### src/rtl/run_ctrl_pkg.sv
// run_ctrl_pkg: shared constants and FSM state type for run_ctrl.
// Holds default address/counter widths and the launch FSM encoding.
package run_ctrl_pkg;

    localparam int ADDR_W  = 9;
    localparam int CNT_W   = 16;
    localparam int START_W = 4;

    typedef enum logic [1:0] {
        S_IDLE  = 2'd0,
        S_START = 2'd1,
        S_RUN   = 2'd2,
        S_DONE  = 2'd3
    } state_e;

endpackage

### src/rtl/run_ctrl_if.sv
// run_ctrl_if: host/core-side signal bundle of run_ctrl.
// master = host+core side driving go/abort/ack/cpu_done; slave = run_ctrl.
interface run_ctrl_if #(
    parameter int ADDR_W = run_ctrl_pkg::ADDR_W,
    parameter int CNT_W  = run_ctrl_pkg::CNT_W
);

    logic              go;
    logic [ADDR_W-1:0] prog_addr;
    logic              abort;
    logic              ack;
    logic              cpu_done;
    logic              cpu_start;
    logic [ADDR_W-1:0] cpu_start_addr;
    logic              busy;
    logic              finished;
    logic              timeout;
    logic [CNT_W-1:0]  cycle_count;

    modport master (
        output go, prog_addr, abort, ack, cpu_done,
        input  cpu_start, cpu_start_addr, busy,
        input  finished, timeout, cycle_count
    );

    modport slave (
        input  go, prog_addr, abort, ack, cpu_done,
        output cpu_start, cpu_start_addr, busy,
        output finished, timeout, cycle_count
    );

endinterface

### src/rtl/run_ctrl_sat_counter.sv
// sat_counter: W-bit up counter with synchronous clear and enable.
// Ports: clk, rst_n (sync, active-low), clr, en -> count (sticks at all-ones).
module sat_counter #(
    parameter int W = 16
) (
    input  logic         clk,
    input  logic         rst_n,
    input  logic         clr,
    input  logic         en,
    output logic [W-1:0] count
);

    logic [W-1:0] count_q;
    logic [W-1:0] count_d;

    always_comb begin
        count_d = count_q;
        if (clr) begin
            count_d = '0;
        end else if (en && (count_q != '1)) begin
            count_d = count_q + 1'b1;
        end
    end

    always_ff @(posedge clk) begin
        if (!rst_n) begin
            count_q <= '0;
        end else begin
            count_q <= count_d;
        end
    end

    assign count = count_q;

endmodule

### src/rtl/run_ctrl.sv
// run_ctrl: launches a core at a latched address, times the run, reports done.
// Ports: clk, rst_n (sync, active-low), bus (run_ctrl_if.slave).
// Optional watchdog: define RUN_CTRL_WATCHDOG_EN to end runs at WDOG_LIMIT.
module run_ctrl #(
    parameter int          ADDR_W       = run_ctrl_pkg::ADDR_W,
    parameter int          CNT_W        = run_ctrl_pkg::CNT_W,
    parameter int          START_CYCLES = 2,
    parameter int unsigned WDOG_LIMIT   = 32'h0000_FFFF
) (
    input  logic       clk,
    input  logic       rst_n,
    run_ctrl_if.slave  bus
);

    import run_ctrl_pkg::*;

    localparam logic [1:0] IDLE  = S_IDLE;
    localparam logic [1:0] START = S_START;
    localparam logic [1:0] RUN   = S_RUN;
    localparam logic [1:0] DONE  = S_DONE;

    localparam logic [START_W-1:0] START_LOAD = START_W'(START_CYCLES - 1);

    logic [1:0]         state_q, state_d;
    logic [START_W-1:0] scnt_q, scnt_d;
    logic [ADDR_W-1:0]  addr_q, addr_d;
    logic               to_q, to_d;
    logic               cnt_clr;
    logic               cnt_en;
    logic [CNT_W-1:0]   cnt;
    logic               wdog_hit;
    logic               accept;

`ifdef RUN_CTRL_WATCHDOG_EN
    assign wdog_hit = (cnt == CNT_W'(WDOG_LIMIT));
`else
    assign wdog_hit = 1'b0;
`endif

    // go is only honoured while the core is not owned by a launch/run
    assign accept = bus.go && ((state_q == IDLE) || (state_q == DONE));

    always_comb begin
        state_d = state_q;
        scnt_d  = scnt_q;
        addr_d  = addr_q;
        to_d    = to_q;
        cnt_clr = 1'b0;
        cnt_en  = 1'b0;
        if (accept) begin
            state_d = START;
            addr_d  = bus.prog_addr;
            scnt_d  = START_LOAD;
            to_d    = 1'b0;
            cnt_clr = 1'b1;
        end else begin
            case (state_q)
                IDLE: begin
                    state_d = IDLE;
                end
                START: begin
                    // cpu_done is stale from the previous program here
                    if (bus.abort) begin
                        state_d = IDLE;
                    end else if (scnt_q == '0) begin
                        state_d = RUN;
                    end else begin
                        scnt_d = scnt_q - 1'b1;
                    end
                end
                RUN: begin
                    if (bus.abort) begin
                        state_d = IDLE;
                    end else if (bus.cpu_done) begin
                        state_d = DONE;
                    end else if (wdog_hit) begin
                        state_d = DONE;
                        to_d    = 1'b1;
                    end else begin
                        cnt_en = 1'b1;
                    end
                end
                DONE: begin
                    if (bus.ack) begin
                        state_d = IDLE;
                    end
                end
                default: begin
                    state_d = IDLE;
                end
            endcase
        end
    end

    always_ff @(posedge clk) begin
        if (!rst_n) begin
            state_q <= IDLE;
            scnt_q  <= '0;
            addr_q  <= '0;
            to_q    <= 1'b0;
        end else begin
            state_q <= state_d;
            scnt_q  <= scnt_d;
            addr_q  <= addr_d;
            to_q    <= to_d;
        end
    end

    sat_counter #(
        .W (CNT_W)
    ) u_cycle_cnt (
        .clk   (clk),
        .rst_n (rst_n),
        .clr   (cnt_clr),
        .en    (cnt_en),
        .count (cnt)
    );

    assign bus.cpu_start      = (state_q == START);
    assign bus.busy           = (state_q == START) || (state_q == RUN);
    assign bus.finished       = (state_q == DONE);
    assign bus.timeout        = to_q && (state_q == DONE);
    assign bus.cpu_start_addr = addr_q;
    assign bus.cycle_count    = cnt;

endmodule
### src/flat_wrapper.sv
// flat-port wrapper written by rule: the top's interface ports become plain ports
module run_ctrl_flat import run_ctrl_pkg::*;
#(
    parameter int          ADDR_W       = run_ctrl_pkg::ADDR_W,
    parameter int          CNT_W        = run_ctrl_pkg::CNT_W,
    parameter int          START_CYCLES = 2,
    parameter int unsigned WDOG_LIMIT   = 32'h0000_FFFF
)
  (clk, rst_n, bus_go, bus_prog_addr, bus_abort, bus_ack, bus_cpu_done, bus_cpu_start, bus_cpu_start_addr, bus_busy, bus_finished, bus_timeout, bus_cycle_count);
  run_ctrl_if #(.ADDR_W(ADDR_W), .CNT_W(CNT_W)) bus_i ();
  input  logic clk;
  input  logic rst_n;
  input wire logic [$bits(bus_i.go)-1:0] bus_go;
  input wire logic [$bits(bus_i.prog_addr)-1:0] bus_prog_addr;
  input wire logic [$bits(bus_i.abort)-1:0] bus_abort;
  input wire logic [$bits(bus_i.ack)-1:0] bus_ack;
  input wire logic [$bits(bus_i.cpu_done)-1:0] bus_cpu_done;
  output wire logic [$bits(bus_i.cpu_start)-1:0] bus_cpu_start;
  output wire logic [$bits(bus_i.cpu_start_addr)-1:0] bus_cpu_start_addr;
  output wire logic [$bits(bus_i.busy)-1:0] bus_busy;
  output wire logic [$bits(bus_i.finished)-1:0] bus_finished;
  output wire logic [$bits(bus_i.timeout)-1:0] bus_timeout;
  output wire logic [$bits(bus_i.cycle_count)-1:0] bus_cycle_count;
  assign bus_i.go = bus_go;
  assign bus_i.prog_addr = bus_prog_addr;
  assign bus_i.abort = bus_abort;
  assign bus_i.ack = bus_ack;
  assign bus_i.cpu_done = bus_cpu_done;
  assign bus_cpu_start = bus_i.cpu_start;
  assign bus_cpu_start_addr = bus_i.cpu_start_addr;
  assign bus_busy = bus_i.busy;
  assign bus_finished = bus_i.finished;
  assign bus_timeout = bus_i.timeout;
  assign bus_cycle_count = bus_i.cycle_count;
  run_ctrl #(.ADDR_W(ADDR_W), .CNT_W(CNT_W), .START_CYCLES(START_CYCLES), .WDOG_LIMIT(WDOG_LIMIT)) u_core (.clk(clk), .rst_n(rst_n), .bus(bus_i));
endmodule
### config.mk
export PLATFORM = sky130hd
export DESIGN_NAME = run_ctrl_flat
export DESIGN_NICKNAME = d
export VERILOG_FILES = /design/src/rtl/run_ctrl_pkg.sv /design/src/rtl/run_ctrl_if.sv /design/src/rtl/run_ctrl_sat_counter.sv /design/src/rtl/run_ctrl.sv /design/src/flat_wrapper.sv
export SDC_FILE = /design/constraint.sdc
export NUM_CORES = 1
export LEC_CHECK = 0
export ABC_AREA = 1
export CORE_ASPECT_RATIO = 1.5
export CORE_MARGIN = 1
export CORE_UTILIZATION = 30
export CTS_BUF_LIST = sky130_fd_sc_hd__clkbuf_4
export DETAILED_ROUTE_END_ITERATION = 6
export PLACE_DENSITY_LB_ADDON = 0.08
export SLEW_MARGIN = 20
export SYNTH_ARGS = -nofsm -noshare
export SYNTH_HDL_FRONTEND = slang
export SYNTH_SLANG_ARGS = --single-unit
### constraint.sdc
create_clock -name clk -period 3.9 [get_ports clk]
set_clock_uncertainty 0.1 [all_clocks]
set_input_delay 0.39 -clock clk [delete_from_list [all_inputs] [get_ports clk]]
set_output_delay 0.39 -clock clk [all_outputs]
set_load 0.01 [all_outputs]
; ---- Word level (Yosys, flattened, before mapping)
; Index checks and enable logic that the tools add are counted.
[op_classes]
n_addsub = 2
n_eq_ne = 12
reduce_logical = 13
bitwise_logic = 3
mux = 16
[ops]
columns = op, n
row1 = "16-bit by 1-bit adder with 16-bit output, second input constant", 1
row2 = "16-bit inequality test, second input constant", 1
row3 = 3-bit AND reduction, 4
row4 = 1-bit two-way mux, 10
row5 = 2-bit two-way mux, 5
row6 = 2-bit case mux with 4 select lines, 1
row7 = "3-bit by 2-bit inequality test with 1-bit output, second input constant", 2
row8 = "2-bit == test, second input constant", 2
row9 = 4-bit logical NOT, 1
row10 = "2-bit by 1-bit inequality test with 1-bit output, second input constant", 2
row11 = "4-bit by 2-bit inequality test with 1-bit output, second input constant", 1
row12 = "4-bit by 3-bit inequality test with 1-bit output, second input constant", 1
row13 = 2-bit OR reduction, 2
row14 = "4-bit by 1-bit subtractor with 4-bit output, second input constant", 1
row15 = "3-bit inequality test, second input constant", 1
row16 = 1-bit NOT, 3
row17 = "2-bit by 1-bit == test with 1-bit output, second input constant", 1
row18 = 1-bit logical AND, 2
row19 = 2-bit logical NOT, 1
row20 = 1-bit logical OR, 2
row21 = "2-bit inequality test, second input constant", 1
row22 = 2-bit nonzero test, 1
[word_totals]
wordCells = 52
ff_bits = 31
input_bits = 15
out_inout_bits = 29

; ---- Logic depth before layout (Yosys ltp)
[logic_depth]
word_depth = 5
mapped_depth = 11
depth_no_buf = 11

; ---- By module
; A second synthesis with hierarchy kept.
[unflattened]
cells_unflattened = 256
hier_area_um2 = 1651.6
[by_module_without_submodules]
columns = module, cells_per_inst, area_each_um2, n_inst
row1 = sat_counter, 153, 910.9, 1
row2 = run_ctrl, 103, 740.7, 1

; ---- Least setup slack after synthesis
; No wires, ideal clock.
[synth_timing]
path_kind = reg2reg
start = reg u_core.state_q[0]
end = reg u_core.u_cycle_cnt.count_q[8] (netlist: u_core.u_cycle_cnt.count[8])
setup_slack_ps = 2288
stages_incl_launch_ff = 11
required_ps = 3685
synth_period_minus_slack_ps = 1612
arrival_time_ps = 1397
path_cell_list = dfxtp_1 > inv_1 > ha_1 > nand2_2 > nand3_4 > clkinv_4 > nand2_4 > nor2_4 > nand3_1 > nand2_1 > nor2_1
[synth_between]
elab_chain_cells = 5
[synth_lines]
columns = item, line_no
row1 = "start, declared", run_ctrl.sv:24  ; logic [1:0] state_q, state_d;
row2 = "start signal, assigned", run_ctrl.sv:102  ; state_q <= state_d;
row3 = 2-bit == test or 2-bit logical NOT (tied branches), run_ctrl.sv:41  ; assign accept = bus.go && ((state_q == IDLE) || (state_q == DONE));
row4 = 1-bit logical OR, run_ctrl.sv:41
row5 = 1-bit logical AND, run_ctrl.sv:41
row6 = 1-bit two-way mux, run_ctrl.sv:50  ; if (accept) begin
row7 = 2-bit OR reduction (no line) or 1-bit logical AND (tied branches), --
row8 = "end signal, assigned", run_ctrl_sat_counter.sv:29  ; count_q <= count_d;
row9 = "end, declared", run_ctrl_sat_counter.sv:13  ; logic [W-1:0] count_q;
; Several ways; a longest one is shown, not always the timed one.
; A chain may end at the register's enable or synchronous reset.

; ---- Worst setup path after layout
[layout_timing]
start = reg u_core.state_q[0]
end = out bus_busy
[layout_between]
elab_chain_cells = 2
[layout_lines]
columns = item, line_no
row1 = 2-bit by 1-bit == test with 1-bit output or 2-bit == test (tied branches), run_ctrl.sv:120  ; assign bus.busy = (state_q == START) || (state_q == RUN);
row2 = 1-bit logical OR (*), run_ctrl.sv:120
row3 = "end, declared", flat_wrapper.sv:20  ; output wire logic [$bits(bus_i.busy)-1:0] bus_busy;
; Every way passes the cells marked *; elsewhere a longest branch is shown, timed or not.

==> impl_metrics.json <==
{
  "setup_viol": 0,
  "postSynthCellCount": 249,
  "synth_nets": 270,
  "antenna_violations_before_repair": 0,
  "initial_core_util_pct": 31.52,
  "grt_start_max_net_pins": 14,
  "netlist_area_mm2": 0.001744,
  "r2r_start": "u_core.state_q[0]$_SDFFE_PN0P_",
  "timing.critical_path.fanout_max": 5,
  "detail-route-antenna-nets": 0,
  "synth-adder-area-share_pct": 4.304,
  "tightest_hold_margin_ns": 0.3822,
  "rrSetupSlack_ns": 1.74,
  "synthesized_area_per_cell_um2": 7.005,
  "synth_compound_area_share_pct": 10.04,
  "critPathSlowestCell": "sky130_fd_sc_hd__clkdlybuf4s50_1",
  "r2r-end": "u_core.state_q[1]$_SDFFE_PP0P_",
  "clock_network_fraction_of_total_power_pct": 29.9,
  "grt_overflow_total": 0,
  "ctsLongestPathBuffers": 2,
  "min_path_type": "register to register",
  "ys_ff_latch": 31,
  "clk-insertion-delay-late_ns": 0.32,
  "p_total_uw": 608.7,
  "number_of_cells_upsized_or_downsized_after_cts": 0,
  "layout_common_cells": "sky130_fd_sc_hd__nand2_1 (51), sky130_fd_sc_hd__nor2_1 (42), sky130_fd_sc_hd__clkdlybuf4s50_1 (42), sky130_fd_sc_hd__dfxtp_1 (31), sky130_fd_sc_hd__inv_1 (27)",
  "cell_leakage_power_nw": 0.8892,
  "drtPass1Iterations": 4,
  "fmax_mhz": 440.0,
  "synthMuxAreaShare_pct": 0,
  "final.min_clock_period_ns": 2.273,
  "worst_setup_path_startpoint": "u_core.state_q[0]$_SDFFE_PN0P_",
  "drv_cap": 0,
  "clock_sinks": 31,
  "routed_wl_mm": 4.105,
  "share_seq_of_total_power_pct": 55.1,
  "path_clk_slew_ns": 0.10,
  "number_of_buffers_added_for_setup_after_cts": 0,
  "placeableCoreArea_mm2": 0.005533,
  "ir_drop_mv": 0.1631,
  "start_kind": "register",
  "fin_tns_setup_ns": 0,
  "worstSetupEndpointType": "output pin",
  "worst-endpoint-required_ns": 3.41,
  "cp_top_family": "buffers and inverters",
  "floorplan.die.height_um": 95.39,
  "detailed_place.area_mm2": 0.002228,
  "swShare_pct": 26.64,
  "globalplace.congestion": 0.7667,
  "timing.final.ws_setup_ns": 1.627,
  "layout-drive-gt1-share_pct": 11.22,
  "cp_num_cells": 4,
  "syn_to_final_growth_pct": 30.77,
  "die_area_mm2": 0.006129,
  "num_antenna_cells": 0,
  "crit_chain": "inv_1 -> ha_1 -> inv_1 -> clkdlybuf4s50_1",
  "timing.setup.critical_path_class": "register to output pin",
  "grt_setup_unrepaired": "false",
  "final_common_cell": "sky130_fd_sc_hd__nand2_1",
  "synthXorXnorAreaFrac_pct": 2.009,
  "hold_viol_final": 0,
  "globalRouteTotalUtil_pct": 15.20,
  "routedWlPerCell_um": 11.28,
  "path_common_cell": "sky130_fd_sc_hd__inv_1",
  "iter_0_drt_violations": 35,
  "status": "finished, final reports clean",
  "tritoncts": "done",
  "dpl.hpwl_mm": 3.241,
  "main_combinational_cell_family_by_area_after_synthesis": "simple AND/OR/NAND/NOR gates",
  "timing.critical_path.arrival_ns": 1.78,
  "critical_path_endpoint": "bus_busy",
  "slew_viol_final": 0,
  "synth.distinct_cells": 28,
  "cts_h_tree_depth": 2,
  "reg2reg_depth": 7,
  "grt_pass1_vias": 1583,
  "post_drt_via_cell_ratio": 4.473,
  "fp.dieW_um": 64.26,
  "place.port_buffers": 42,
  "num-nets-final": 314,
  "period_utilization_post_route_pct": 58.28,
  "ys_warn_count": 0,
  "cell_internal_power_uw": 446.5,
  "std_cell_rows": 33,
  "max_stage_delay_ns": 0.54,
  "synth_seq_area_share_pct": 35.58,
  "cts-buffers-inserted": 5,
  "switching_power_uw": 162.2,
  "drc_errors": 0,
  "num_vias": 1628,
  "synthSimpleGateAreaFrac_pct": 39.31,
  "fin_area_mm2": 0.002281,
  "preCtsSetupSlack_ns": 1.705,
  "clock-root-buffer": "sky130_fd_sc_hd__clkbuf_4",
  "io-pin-count": 44,
  "hold_buffers": 0,
  "power-per-cell-area_mw_per_mm2": 266.9,
  "critical_path.n_buffers_inverters": 3,
  "p_comb_share_pct": 15.0,
  "grt_pass1_wl_mm": 6.989
}
synthesized netlist by cell type:
cell | n | area [µm²]
sky130_fd_sc_hd__a21oi_1 | 17 | 85.08
sky130_fd_sc_hd__clkinv_4 | 1 | 8.760
sky130_fd_sc_hd__nand3_1 | 11 | 55.05
sky130_fd_sc_hd__nand2_1 | 51 | 191.4
sky130_fd_sc_hd__xor2_1 | 2 | 17.52
sky130_fd_sc_hd__o21ai_0 | 14 | 70.07
sky130_fd_sc_hd__nand3b_1 | 1 | 7.510
sky130_fd_sc_hd__clkbuf_1 | 2 | 7.510
sky130_fd_sc_hd__nor2_1 | 42 | 157.7
sky130_fd_sc_hd__nand3_4 | 1 | 17.52
sky130_fd_sc_hd__dfxtp_1 | 31 | 620.6
sky130_fd_sc_hd__conb_1 | 1 | 3.750
sky130_fd_sc_hd__inv_1 | 27 | 101.4
sky130_fd_sc_hd__inv_2 | 4 | 15.01
sky130_fd_sc_hd__buf_2 | 1 | 5.000
sky130_fd_sc_hd__nor3_1 | 3 | 15.01
sky130_fd_sc_hd__nor2_2 | 1 | 6.260
sky130_fd_sc_hd__o31ai_1 | 1 | 7.510
sky130_fd_sc_hd__buf_1 | 1 | 3.750
sky130_fd_sc_hd__nor2_4 | 9 | 101.4
sky130_fd_sc_hd__nand2_2 | 5 | 31.28
sky130_fd_sc_hd__nand2_4 | 4 | 45.04
sky130_fd_sc_hd__ha_1 | 6 | 75.07
sky130_fd_sc_hd__nand3_2 | 2 | 20.02
sky130_fd_sc_hd__xnor2_1 | 2 | 17.52
sky130_fd_sc_hd__buf_4 | 1 | 7.510
sky130_fd_sc_hd__a31oi_1 | 2 | 12.51
sky130_fd_sc_hd__nand4_1 | 6 | 37.54
logic make-up after synthesis:
logic type	count (synthesis)
compound gates	34
buf+inv	37
fa+ha+maj	6
xor+xnor	4
other cells	1
flops	31
simple gates	136
layer usage:
layer	global-route usage, %	wire length [µm]	up-vias
met5	0	0	-
met4	8.704	158	0
met3	3.230	182	11
met2	29.30	2147	46
met1	14.58	1617	696
li1	-	-	875
power groups by stage:
| stage | logic, mW | registers, mW | clock network, mW |
|---|---|---|---|
| 6_report | 0.0911 | 0.335 | 0.182 |
| 5_1_grt | 0.103 | 0.337 | 0.208 |
| 4_1_cts | 0.0929 | 0.336 | 0.193 |
| 3_5_place_dp | 0.0923 | 0.343 | 0 |
| 3_3_place_gp | 0.0929 | 0.343 | 0 |
| 2_1_floorplan | 0.0440 | 0.345 | 0 |
how the worst min path moves through the flow:
stage                                       start                             to  slack (ns)  depth (start not counted)
global placement    u_core.scnt_q[3]$_SDFFE_PP0P_  u_core.scnt_q[3]$_SDFFE_PP0P_        0.36                          2
CTS                 u_core.scnt_q[3]$_SDFFE_PP0P_  u_core.scnt_q[3]$_SDFFE_PP0P_        0.38                          2
floorplan           u_core.scnt_q[3]$_SDFFE_PP0P_  u_core.scnt_q[3]$_SDFFE_PP0P_        0.34                          2
detailed placement  u_core.scnt_q[3]$_SDFFE_PP0P_  u_core.scnt_q[3]$_SDFFE_PP0P_        0.37                          2
finish              u_core.scnt_q[3]$_SDFFE_PP0P_  u_core.scnt_q[3]$_SDFFE_PP0P_        0.38                          2
global route        u_core.scnt_q[3]$_SDFFE_PP0P_  u_core.scnt_q[3]$_SDFFE_PP0P_        0.41                          2
per-stage QoR:
stage	instances	util (%)
after floorplan	249	-
after global placement	356	40.28
after detailed placement	356	40.28
after CTS	364	41.23
after global routing	364	41.23
final	364	41.23
registers in the layout (all words and copies together) (netlist names):
name	count
u_core.scnt_q	4
u_core.bus.cpu_start_addr	9
u_core.state_q	2
u_core.u_cycle_cnt.count	16
tightest hold or removal path, stage by stage, from the launching register on:
cell,delay [ns]
sky130_fd_sc_hd__dfxtp_1,0.32
sky130_fd_sc_hd__inv_1,0.07
sky130_fd_sc_hd__a21oi_1,0.06
area by class of cell:
type	instances	area [µm²]
Clock buffer	6	45.04
Clock inverter	2	7.507
Fill cell	626	3252
Inverter	32	125.1
Multi-Input combinational cell	181	974.7
Sequential cell	31	620.6
Tap cell	70	87.58
Timing Repair Buffer	42	420.4
Power figures use the tool's default switching activity.
